File: src/rtl/wen_decoder_pipe.sv
// -----------------------------------------------------------------------------
// wen_decoder_pipe
//
// Pipelined, parametrised write-enable decoder. A destination-register index
// (sel) is decoded into a one-hot write-enable vector. That vector is carried
// through LATENCY register stages so that it lines up with the CPU writeback
// stage. The pipeline supports stall (freeze every stage) and flush (squash
// every stage except the last one).
//
// Ports:
//   clk      in   1        rising-edge clock
//   reset    in   1        asynchronous, active-high reset (clears all stages)
//   sel      in   SEL_W    destination register index
//   en       in   1        write request; 0 inserts a bubble
//   stall    in   1        hold every stage
//   flush    in   1        clear all stages except the last
//   o        out  N        one-hot write enable from the last stage
//   o_valid  out  1        OR-reduction of o
//   busy     out  N        OR of every stage vector (pending writes)
//
// Parameters:
//   SEL_W     register index width; N = 2**SEL_W output bits
//   LATENCY   number of stages from sel capture to o (1..8)
//   MSB_FIRST 1 = legacy ordering (sel=0 drives o[N-1]); 0 = natural ordering
//   ZERO_REG  index of the hard-wired zero register
//
// Optional feature:
//   WEN_DECODER_ZERO_SUPPRESS_EN - when defined, a request whose raw sel
//   equals ZERO_REG is decoded as a bubble. The comparison is made before the
//   MSB_FIRST remap. The suppressed write never shows up on o or on busy.
// -----------------------------------------------------------------------------
module wen_decoder_pipe #(
  parameter int SEL_W     = 5,
  parameter int LATENCY   = 3,
  parameter int MSB_FIRST = 0,
  parameter int ZERO_REG  = 31
) (
  input  logic                  clk,
  input  logic                  reset,
  input  logic [SEL_W-1:0]      sel,
  input  logic                  en,
  input  logic                  stall,
  input  logic                  flush,
  output logic [2**SEL_W-1:0]   o,
  output logic                  o_valid,
  output logic [2**SEL_W-1:0]   busy
);

  localparam int N = 2**SEL_W;
  localparam logic [N-1:0]     ONE      = {{(N-1){1'b0}}, 1'b1};
  localparam logic [SEL_W-1:0] ZERO_IDX = SEL_W'(ZERO_REG);

`ifdef WEN_DECODER_ZERO_SUPPRESS_EN
  localparam bit ZERO_SUPPRESS = 1'b1;
`else
  localparam bit ZERO_SUPPRESS = 1'b0;
`endif

  // ---------------------------------------------------------------------------
  // Decode. N-1-sel equals ~sel at SEL_W bits because N-1 is all ones.
  // The zero-register match uses raw sel, before the ordering remap.
  // ---------------------------------------------------------------------------
  logic [SEL_W-1:0] idx;
  logic [N-1:0]     d;

  always_comb begin
    idx = (MSB_FIRST != 0) ? ~sel : sel;
    d   = '0;
    if (en && !(ZERO_SUPPRESS && (sel == ZERO_IDX))) begin
      d = ONE << idx;
    end
  end

  // ---------------------------------------------------------------------------
  // Stage registers. stage_q[k] is the output of stage k.
  // busy_acc is a running OR across the stages, so busy = busy_acc[LATENCY].
  // ---------------------------------------------------------------------------
  logic [LATENCY-1:0][N-1:0] stage_q;
  logic [LATENCY:0][N-1:0]   busy_acc;

  assign busy_acc[0] = '0;

  genvar gi;
  generate
    for (gi = 0; gi < LATENCY; gi++) begin : g_stage
      logic [N-1:0] stage_in;
      logic [N-1:0] s_reg;

      if (gi == 0) begin : g_first_in
        assign stage_in = d;
      end else begin : g_chain_in
        assign stage_in = stage_q[gi-1];
      end

      if (gi < LATENCY - 1) begin : g_mid
        // Squashable stage. Flush takes priority over stall, so a
        // wrong-path write is killed even while the pipe is frozen.
        always_ff @(posedge clk or posedge reset) begin
          if (reset) begin
            s_reg <= '0;
          end else if (flush) begin
            s_reg <= '0;
          end else if (!stall) begin
            s_reg <= stage_in;
          end
        end
      end else begin : g_last
        // Last stage. The write already past the flush point still commits.
        // Only in the single-stage pipe does flush discard the incoming d,
        // because that d is this stage's own input.
        always_ff @(posedge clk or posedge reset) begin
          if (reset) begin
            s_reg <= '0;
          end else if (!stall) begin
            s_reg <= (LATENCY == 1 && flush) ? '0 : stage_in;
          end
        end
      end

      assign stage_q[gi]    = s_reg;
      assign busy_acc[gi+1] = busy_acc[gi] | s_reg;
    end
  endgenerate

  assign o       = stage_q[LATENCY-1];
  assign o_valid = |stage_q[LATENCY-1];
  assign busy    = busy_acc[LATENCY];

endmodule

File: config.mk
export PLATFORM = sky130hd
export DESIGN_NAME = wen_decoder_pipe
export DESIGN_NICKNAME = d
export VERILOG_FILES = /design/src/rtl/wen_decoder_pipe.sv
export SDC_FILE = /design/constraint.sdc
export NUM_CORES = 1
export LEC_CHECK = 0
export CORE_MARGIN = 3
export CORE_UTILIZATION = 50
export DETAILED_ROUTE_END_ITERATION = 10
export PLACE_DENSITY_LB_ADDON = 0.15
export SYNTH_ARGS = -nofsm -noshare
export SYNTH_HDL_FRONTEND = slang
export SYNTH_SLANG_ARGS = --single-unit
File: constraint.sdc
create_clock -name clk -period 3.7 [get_ports clk]
set_input_delay 0.555 -clock clk [delete_from_list [all_inputs] [get_ports clk]]
set_output_delay 0.555 -clock clk [all_outputs]
set_load 0.005 [all_outputs]
==> run_results.csv, run 1 <==
group,metric,value,unit
status,status,"finished clean",
clock_tree,cts.repair.resized,0,
clock_tree,postCtsHoldBufs,0,
routing,drt-pass1-iter-count,4,
setup_path,worst_path_maximum_fanout,4,
synthesis,synthMostInstantiatedCell,"dfrtp_1",
synthesis,mappedNetlistArea,4268,um^2
timing,achievable-frequency,359.5,MHz
power_and_ir_drop,p_leak,2.469,nW
routing,drc,0,
floorplan,pin_count,75,
clock_tree,cts-root-buf,"clkbuf_8",
floorplan,die-area,9681,um^2
routing,antenna_left,0,
routing,vias_per_cell,5.427,
setup_path,cp-end-kind,"output pin",
clock_tree,cts_tree,"built",
timing,slew_headroom,0.2286,
clock_tree,cts_inserted_buffers,9,
finish,area_overhead_vs_synth,17.33,%
synthesis,synth-warning-count,0,
timing,report.final.setup_viol,0,
global_routing,grt_pass1_vias,2809,
synthesis,netlist_top_cells_area,"dfrtp_1 56%, mux2_2 8.4%, mux2i_1 7.5%, buf_4 6.7%, or3_1 4.7%",
global_routing,antenna_found_initial,0,
setup_path,max_stage_delay,0.46,ns
flow_run,timing.max_cap.violations,0,
setup_path,critical_path_required,3.14,ns
timing,final-hold-violation-count,0,
synthesis,yosys-top-cells-count,"96 x dfrtp_1, 38 x buf_4, 34 x nor2_1",
setup_path,critPathSlowestCell,"nor4_1",
setup_path,critical_path.n_buffers_inverters,1,
global_routing,global_route_wire_length_before_repair,14370,um
floorplan,placeableCoreArea,8258,um^2
timing,number_of_slew_limit_violations_in_the_final_report,0,
finish,finalCoreUtilization,0.6064,
clock_tree,max-clock-path-buffers,2,
finish,max_ffs_per_register,64,
placement,numPortBuffers,74,
routing,route.detailed.wl_per_inst,16.99,um
timing,worst_margin_slew,1.152,ns
floorplan,floorplan.initialDensity,0.5168,
synthesis,seq_cells_post_synth,96,
placement,dp_hpwl,6020,um
timing,setup_tns,0,ns
routing,drt_iter0_drc,126,
routing,vias,2784,
synthesis,synth_largest_type_area_fraction,0.5629,
synthesis,synth_flop_cell,"dfrtp_1",
floorplan,rows,33,
clock_tree,cts.htree.levels,3,
setup_path,worstSetupStartpointType,"flip-flop",
global_routing,globalRoute.totalOverflow,0,
setup_path,crit_path_category,"flip-flop to output pin",
clock_tree,cts.sink_count,96,
placement,place.gp.congestion,0.7691,
global_routing,globalRouteTotalUtil,0.1871,
finish,final_layout_size_suffix_gt1_frac,0.1520,
synthesis,post_synth_num_cell_types,27,
floorplan,fp.dieH,98.39,um
synthesis,yosysSeqAreaShare,0.5629,
clock_tree,cts_setup_buffers,0,
clock_tree,clk-insertion-delay-late,0.36,ns
synthesis,synth-edff-count,0,
synthesis,postSynthAreaPerCell,11.79,um^2
finish,fill_cells,708,
power_and_ir_drop,power-per-cell-area,354.3,nW/um^2
synthesis,library_cell_with_the_largest_summed_area_after_synthesis,"dfrtp_1",
timing,period_minus_slack,2.781,ns
routing,totalWireLength,8718,um
timing,grt_setup_unrepaired,"false",
synthesis,synthArstFlopShare,1.000,
finish,fin_nets,413,
setup_path,critical_path_arrival,2.23,ns
timing,final.setup_skew,0.008598,ns
power_and_ir_drop,power.ir.vdd_worst,0.1621,mV
global_routing,grt_max_degree,51,
setup_path,cp_cell_sequence,"nor4_1 > nand4_1 > or2_2 > clkdlybuf4s50_1",
synthesis,synth_fp_nets,372,
timing,layout_worst_path_cycle_share,0.7517,
setup_path,critical_path.top_delay_family,"simple AND/OR/NAND/NOR gates",
synthesis,synthesis.instances,362,
clock_tree,cts.reportedPaths.clkPinSlew,0.10,ns
finish,insertedDiodeCount,0,
hold_path,holdCritPathClass,"flip-flop to flip-flop",
floorplan,die-width,98.39,um
-- area by class of cell --
| type | instances | area [um^2] | area share |
|---|---|---|---|
| inverters | 1 | 5.005 | 0.0009995 |
| well taps | 105 | 131.4 | 0.02624 |
| clock inverters | 7 | 48.80 | 0.009745 |
| multi-input cells | 216 | 1523 | 0.3041 |
| flip-flops and latches | 96 | 2402 | 0.4798 |
| repair buffers | 79 | 773.2 | 0.1544 |
| clock buffers | 9 | 123.9 | 0.02474 |
-- cells in the final DEF (no fill, tap or decap), drive strengths merged --
| master | n |
|---|---|
| a22o | 3 |
| a32o | 5 |
| and3 | 1 |
| and4bb | 1 |
| buf | 6 |
| clkbuf | 9 |
| clkdlybuf4s50 | 73 |
| clkinv | 4 |
| clkinvlp | 4 |
| dfrtp | 96 |
| mux2 | 32 |
| mux2i | 32 |
| nand2 | 30 |
| nand2b | 4 |
| nand3 | 1 |
| nand3b | 2 |
| nand4 | 2 |
| nor2 | 34 |
| nor2b | 3 |
| nor4 | 8 |
| nor4b | 1 |
| o21ai | 21 |
| o31ai | 3 |
| or2 | 1 |
| or3 | 32 |
-- worst paths after layout --
check / start / end / slack [ns] / depth (start not counted)
worst max-delay path: o[25]$_DFFE_PP0N_ / o_valid / 0.92 / 4
worst min-delay path: g_stage[1].s_reg[11]$_DFFE_PP0P_ / o[11]$_DFFE_PP0N_ / 0.52 / 1
worst max register to register: o[16]$_DFFE_PP0N_ / o[16]$_DFFE_PP0N_ / 2.87 / 1
worst min register to register: g_stage[1].s_reg[11]$_DFFE_PP0P_ / o[11]$_DFFE_PP0N_ / 0.52 / 1
max in group asynchronous: reset / o[5]$_DFFE_PP0N_ / 2.30 / 3
min in group asynchronous: reset / o[19]$_DFFE_PP0N_ / 0.66 / 2
-- metal layers --
| metal | vias up | track usage | routed length [um] |
|---|---|---|---|
| met5 | - | 0 | 0 |
| met4 | 0 | 0.07773 | 215 |
| met3 | 16 | 0.03500 | 355 |
| met2 | 74 | 0.2793 | 3955 |
| met1 | 1385 | 0.2702 | 4191 |
| li1 | 1309 | - | - |
-- logic make-up (layout without fill, tap and decap cells) --
| logic type | after synthesis | in the layout | share of synthesized area |
|---|---|---|---|
| simple gates | 120 | 120 | 0.1466 |
| flops | 96 | 96 | 0.5629 |
| mux | 64 | 64 | 0.1595 |
| buf+inv | 50 | 96 | 0.08091 |
| compound gates | 32 | 32 | 0.05013 |
-- per-stage QoR --
step | instances | total power [mW] | worst slack, ns | cell area [um^2] | hold slack [ns]
after floorplan | 362 | 1.151 | 0.6396 | 4268 | 0.4626
after global placement | 497 | 1.185 | 1.046 | 4835 | 0.4953
after detailed placement | 497 | 1.186 | 1.013 | 4835 | 0.5022
after CTS | 513 | 1.794 | 0.8968 | 5007 | 0.5286
after global routing | 513 | 1.842 | 0.8141 | 5007 | 0.5420
final | 513 | 1.774 | 0.9187 | 5007 | 0.5248
-- where the power goes --
group	internal, mW	leakage (nW)	switching [mW]
combinational	0.0399	1.05	0.0685
clock	0.243	0.0772	0.369
sequential	1.05	1.34	0.00273
(Power assumes the default switching activity.)
==> run 2, diff against run 1 <==
--- a/config.mk
+++ b/config.mk
@@ -6,7 +6,7 @@
 export NUM_CORES = 1
 export LEC_CHECK = 0
 export CORE_MARGIN = 3
-export CORE_UTILIZATION = 50
+export CORE_UTILIZATION = 47
 export DETAILED_ROUTE_END_ITERATION = 10
 export PLACE_DENSITY_LB_ADDON = 0.15
 export SYNTH_ARGS = -nofsm -noshare
==> constraint.sdc (replaced) <==
create_clock -name clk -period 2.5 [get_ports clk]
set_input_delay 0.375 -clock clk [delete_from_list [all_inputs] [get_ports clk]]
set_output_delay 0.375 -clock clk [all_outputs]
set_load 0.005 [all_outputs]
==> run_results.csv, run 2 (same netlist as run 1, synthesis figures left out) <==
group,metric,value,unit
setup_path,cp-end-kind,"output pin",
clock_tree,cts.sink_count,96,
clock_tree,cts.reportedPaths.clkPinSlew,0.09,ns
hold_path,min_path_cells,4,
setup_path,crit-reg2reg-launch,"o[0]$_DFFE_PP0N_",
placement,postPlaceCellArea,4896,um^2
placement,dp_hpwl,6142,um
timing,timing.final.ws_setup,0.1393,ns
clock_tree,postCtsHoldBufs,0,
timing,number_of_slew_limit_violations_in_the_final_report,0,
timing,worst_margin_slew,0.7150,ns
floorplan,fp.dieH,101.3,um
power_and_ir_drop,power-per-cell-area,558.3,nW/um^2
routing,drt-pass1-iter-count,4,
clock_tree,cts.htree.levels,3,
timing,slew_headroom,0.5224,
global_routing,grt_max_degree,34,
clock_tree,cts-root-buf,"clkbuf_8",
timing,setup_tns,0,ns
hold_path,holdCritPathClass,"input port to flip-flop",
timing,report.final.setup_viol,0,
timing,period_minus_slack,2.361,ns
global_routing,antenna_found_initial,0,
finish,stdcell_count,520,
timing,final.setup_skew,0.008659,ns
setup_path,critical_path.n_buffers_inverters,1,
timing,final-hold-violation-count,0,
power_and_ir_drop,p_leak,2.559,nW
setup_path,critical_path_required,2.12,ns
finish,most-common-layout-cells,"96 x dfrtp_1, 73 x clkdlybuf4s50_1, 34 x nor2_1",
routing,antenna_left,0,
global_routing,globalRouteTotalUtil,0.1870,
setup_path,worst_path_maximum_fanout,4,
finish,final_layout_size_suffix_gt1_frac,0.1772,
setup_path,critPathSlowestCell,"clkdlybuf4s50_1",
placement,placement.setup.worst_slack,0.3093,ns
power_and_ir_drop,power.ir.vdd_worst,0.3507,mV
timing,worst_hold_slack,0.4408,ns
finish,fin_nets,417,
routing,route.detailed.wl_per_inst,16.97,um
clock_tree,cts_tree,"built",
timing,achievable-frequency,423.6,MHz
finish,area_overhead_vs_synth,22.05,%
setup_path,critical_path.top_delay_family,"simple AND/OR/NAND/NOR gates",
floorplan,die-width,101.3,um
finish,fin_area,5209,um^2
placement,place.gp.congestion,0.7452,
finish,layout_commonest_cell,"dfrtp_1",
finish,max_ffs_per_register,64,
flow_run,timing.max_cap.violations,0,
setup_path,worstSetupStartpointType,"flip-flop",
timing,layout_worst_path_cycle_share,0.9443,
setup_path,crit_path_category,"flip-flop to output pin",
setup_path,worst_r2r_path_depth,1,
routing,vias,2803,
floorplan,floorplan.initialDensity,0.4870,
timing,grt_setup_unrepaired,"false",
global_routing,global_route_wire_length_before_repair,14800,um
floorplan,pin_count,75,
floorplan,die-area,10260,um^2
placement,dp_cells,504,
placement,numPortBuffers,74,
finish,insertedDiodeCount,0,
global_routing,globalRoute.totalOverflow,0,
routing,totalWireLength,8825,um
floorplan,rows,34,
status,status,"finished clean",
clock_tree,max-clock-path-buffers,2,
floorplan,placeableCoreArea,8763,um^2
setup_path,worstSetupStartpoint,"o[25]$_DFFE_PP0N_",
global_routing,grt_pass1_vias,2854,
routing,drt_iter0_drc,108,
setup_path,max_stage_delay,0.44,ns
routing,vias_per_cell,5.390,
hold_path,hold_start,"stall",
clock_tree,cts_setup_buffers,0,
setup_path,cp_cell_sequence,"nor4_4 > nand4_1 > or2_4 > clkdlybuf4s50_1",
setup_path,critical_path_depth,4,
setup_path,critical_path_arrival,1.99,ns
clock_tree,clk-insertion-delay-late,0.36,ns
clock_tree,cts_inserted_buffers,9,
routing,drc,0,
## run 2: changes by cell type in the layout (fill, tap and decap cells not counted)
cell	before	now
clkbuf_8	9	12
buf_4	5	7
nor4_4	0	3
bufinv_16	0	2
clkinv_4	1	0
clkinv_2	3	0
or2_2	1	0
nor4_2	0	4
nor4_1	8	1
buf_12	0	2
or2_4	0	1
clkinvlp_4	4	3
## run 2: area by class of cell
class,count,area [um^2]
Timing Repair Buffer,83,828.3
Fill cell,746,3555
Tap cell,108,135.1
Sequential cell,96,2402
Multi-Input combinational cell,216,1595
Inverter,1,7.507
Clock buffer,12,165.2
Clock inverter,4,75.07
## run 2: final timing paths
kind                                                          to  slack (ns)
worst min register to register  g_stage[0].s_reg[10]$_DFFE_PP0P_        0.53
worst min-delay path             g_stage[0].s_reg[2]$_DFFE_PP0P_        0.44
worst max register to register                  o[0]$_DFFE_PP0N_        1.66
worst max-delay path                                     o_valid        0.14
min in group asynchronous                      o[10]$_DFFE_PP0N_        0.46
max in group asynchronous                       o[9]$_DFFE_PP0N_        1.44
## run 2: per-stage QoR
stage          total power [mW]    util
2_1_floorplan             1.704       -
3_3_place_gp              1.765  0.5587
3_5_place_dp              1.766  0.5587
4_1_cts                   2.934  0.5892
5_1_grt                   3.017  0.5944
6_report                  2.908  0.5944
## run 2: where the power goes
group	internal, mW	switching (mW)	total (mW)
clock	0.646	0.529	1.17
sequential	1.56	0.00426	1.56
combinational	0.0682	0.106	0.174
total	2.27	0.639	2.91
## run 2: metal layers
layer / GRT usage / wire, um / vias up
li1: - / - / 1317
met1: 0.2753 / 4269 / 1411
met2: 0.2741 / 4029 / 62
met3: 0.03581 / 368 / 13
met4: 0.07260 / 158 / 0
met5: 0 / 0 / -
## run 2: repair_timing
| action | 4_1_cts | 5_1_grt |
|---|---|---|
| gates resized for setup | 4 | 7 |
| pin swaps | 0 | 2 |
| endpoints found under the setup margin | 1 | 1 |
## run 2: tightest hold or removal path: cells and delay by family
family / cells / cell delay [ns]
simple gates: 2 / 0.18
compound gates: 1 / 0.07
buf+inv: 1 / 0.13
==> run 3, diff against run 2 <==
--- a/config.mk
+++ b/config.mk
@@ -5,8 +5,8 @@
 export SDC_FILE = /design/constraint.sdc
 export NUM_CORES = 1
 export LEC_CHECK = 0
-export CORE_MARGIN = 3
-export CORE_UTILIZATION = 47
+export CORE_MARGIN = 1.5
+export CORE_UTILIZATION = 45
 export DETAILED_ROUTE_END_ITERATION = 10
 export PLACE_DENSITY_LB_ADDON = 0.15
 export SYNTH_ARGS = -nofsm -noshare
==> run_results.csv, run 3 (same netlist as run 1, synthesis figures left out) <==
group,metric,value,unit
setup_path,critical_path.top_delay_family,"simple AND/OR/NAND/NOR gates",
global_routing,globalRouteTotalUtil,0.1848,
routing,drt_iter0_drc,87,
timing,number_of_slew_limit_violations_in_the_final_report,0,
flow_run,timing.max_cap.violations,0,
setup_path,cp_cell_sequence,"nor4_2 > nand4_1 > or2_4 > clkdlybuf4s50_1",
finish,area.sequential,2404,um^2
finish,max_ffs_per_register,64,
placement,numPortBuffers,74,
clock_tree,cts_inserted_buffers,9,
routing,vias_per_cell,5.309,
setup_path,critical_path.n_buffers_inverters,1,
routing,met3_wirelength,355,um
setup_path,crit_path_category,"flip-flop to output pin",
routing,dr_wl_met2,3660,um
timing,final.setup_skew,0.006865,ns
setup_path,critical_path_depth,4,
setup_path,cp-end-kind,"output pin",
finish,layout_commonest_cell,"dfrtp_1",
status,status,"finished clean",
timing,setup_tns,0,ns
routing,route.detailed.wl_per_inst,16.24,um
finish,most-common-layout-cells,"95 x dfrtp_1, 73 x clkdlybuf4s50_1, 34 x nor2_1",
placement,dp_cells,505,
finish,area_taken_by_multi_input_logic_gates,1574,um^2
clock_tree,cts_setup_buffers,0,
timing,slew_headroom,0.6471,
global_routing,grt_pass1_vias,2718,
finish,final_layout_size_suffix_gt1_frac,0.1683,
routing,antenna_left,0,
floorplan,die-width,100.4,um
clock_tree,cts-root-buf,"clkbuf_8",
routing,drt-pass1-iter-count,4,
power_and_ir_drop,power.ir.vdd_worst,0.2803,mV
routing,drc,0,
routing,maxUsedRoutingLayer,"met4",
setup_path,worst_path_maximum_fanout,4,
routing,totalWireLength,8460,um
finish,insertedDiodeCount,0,
finish,area_overhead_vs_synth,19.99,%
hold_path,holdCritPathClass,"input port to async pin",
setup_path,max_stage_delay,0.44,ns
global_routing,grt_max_degree,51,
finish,fill_cells,822,
clock_tree,clk-insertion-delay-late,0.36,ns
routing,vias,2766,
timing,final-hold-violation-count,0,
timing,achievable-frequency,418.9,MHz
finish,fin_nets,415,
timing,grt_setup_unrepaired,"false",
floorplan,fp.dieH,100.4,um
power_and_ir_drop,power-per-cell-area,522.0,nW/um^2
setup_path,critical_path_required,2.12,ns
clock_tree,max-clock-path-buffers,2,
global_routing,globalRoute.totalOverflow,0,
setup_path,critPathSlowestCell,"clkdlybuf4s50_1",
setup_path,critical_path_arrival,2.01,ns
clock_tree,cts_tree,"built",
setup_path,worstSetupStartpointType,"flip-flop",
routing,wire_length_the_detailed_router_placed_on_met1,4296,um
timing,period_minus_slack,2.387,ns
floorplan,die-area,10080,um^2
clock_tree,cts.sink_count,96,
global_routing,global_route_wire_length_before_repair,14240,um
floorplan,floorplan.initialDensity,0.4641,
placement,dp_hpwl,5957,um
finish,stdcell_count,521,
timing,worst_margin_slew,0.5271,ns
clock_tree,cts.reportedPaths.clkPinSlew,0.09,ns
placement,place.gp.congestion,0.7610,
power_and_ir_drop,p_leak,2.512,nW
global_routing,antenna_found_initial,0,
timing,layout_worst_path_cycle_share,0.9548,
floorplan,placeableCoreArea,9196,um^2
clock_tree,cts.htree.levels,3,
floorplan,rows,35,
setup_path,worst_r2r_path_depth,1,
clock_tree,postCtsHoldBufs,0,
timing,report.final.setup_viol,0,
floorplan,pin_count,75,
run 3: cell count changes in the layout (fill, tap and decap cells not counted), sizes merged:
cell | previous run | this run
bufinv | 2 | 0
clkinv | 0 | 2
buf | 10 | 8
run 3: final cells by class:
class / count / share of cell area
Clock buffer: 12 / 0.03030
Clock inverter: 4 / 0.005619
Inverter: 1 / 0.001466
Multi-Input combinational cell: 216 / 0.3074
Sequential cell: 96 / 0.4693
Tap cell: 111 / 0.02712
Timing Repair Buffer: 81 / 0.1588
run 3: per-stage QoR:
stage / cell area (um^2) / hold slack, ns / utilization / total power [mW] / worst slack (ns)
floorplan: 4272 / 0.4612 / - / 1.704 / 0.9913
global placement: 4885 / 0.4961 / 0.5312 / 1.763 / 0.3089
detailed placement: 4885 / 0.5014 / 0.5312 / 1.763 / 0.2874
finish: 5121 / 0.3643 / 0.5569 / 2.673 / 0.1130
global route: 5121 / 0.3946 / 0.5569 / 2.779 / 0.05269
CTS: 5096 / 0.3776 / 0.5542 / 2.692 / 0.003974
run 3: final timing paths:
kind | startpoint | endpoint | slack (ns)
max | o[0]$_DFFE_PP0N_ | o_valid | 0.11
min | reset | g_stage[1].s_reg[19]$_DFFE_PP0P_ | 0.36
max reg2reg | o[29]$_DFFE_PP0N_ | o[29]$_DFFE_PP0N_ | 1.67
min reg2reg | g_stage[0].s_reg[27]$_DFFE_PP0P_ | g_stage[0].s_reg[27]$_DFFE_PP0P_ | 0.52
max in group asynchronous | reset | g_stage[1].s_reg[31]$_DFFE_PP0P_ | 1.56
min in group clk | stall | g_stage[0].s_reg[14]$_DFFE_PP0P_ | 0.45
run 3: power breakdown:
group,switching [mW],internal (mW),total [mW]
Sequential,0.00412,1.56,1.56
Combinational,0.104,0.0660,0.171
Clock,0.526,0.417,0.943
run 3: timing repair:
item,in CTS,in global routing
gates resized for setup,4,5
pin swaps,0,2
setup endpoints to repair,1,1
run 3: routing by layer:
| metal | track usage | up-vias |
|---|---|---|
| li1 | - | 1320 |
| met1 | 0.2751 | 1370 |
| met2 | 0.2695 | 66 |
| met3 | 0.03064 | 10 |
| met4 | 0.07476 | 0 |
| met5 | 0 | - |
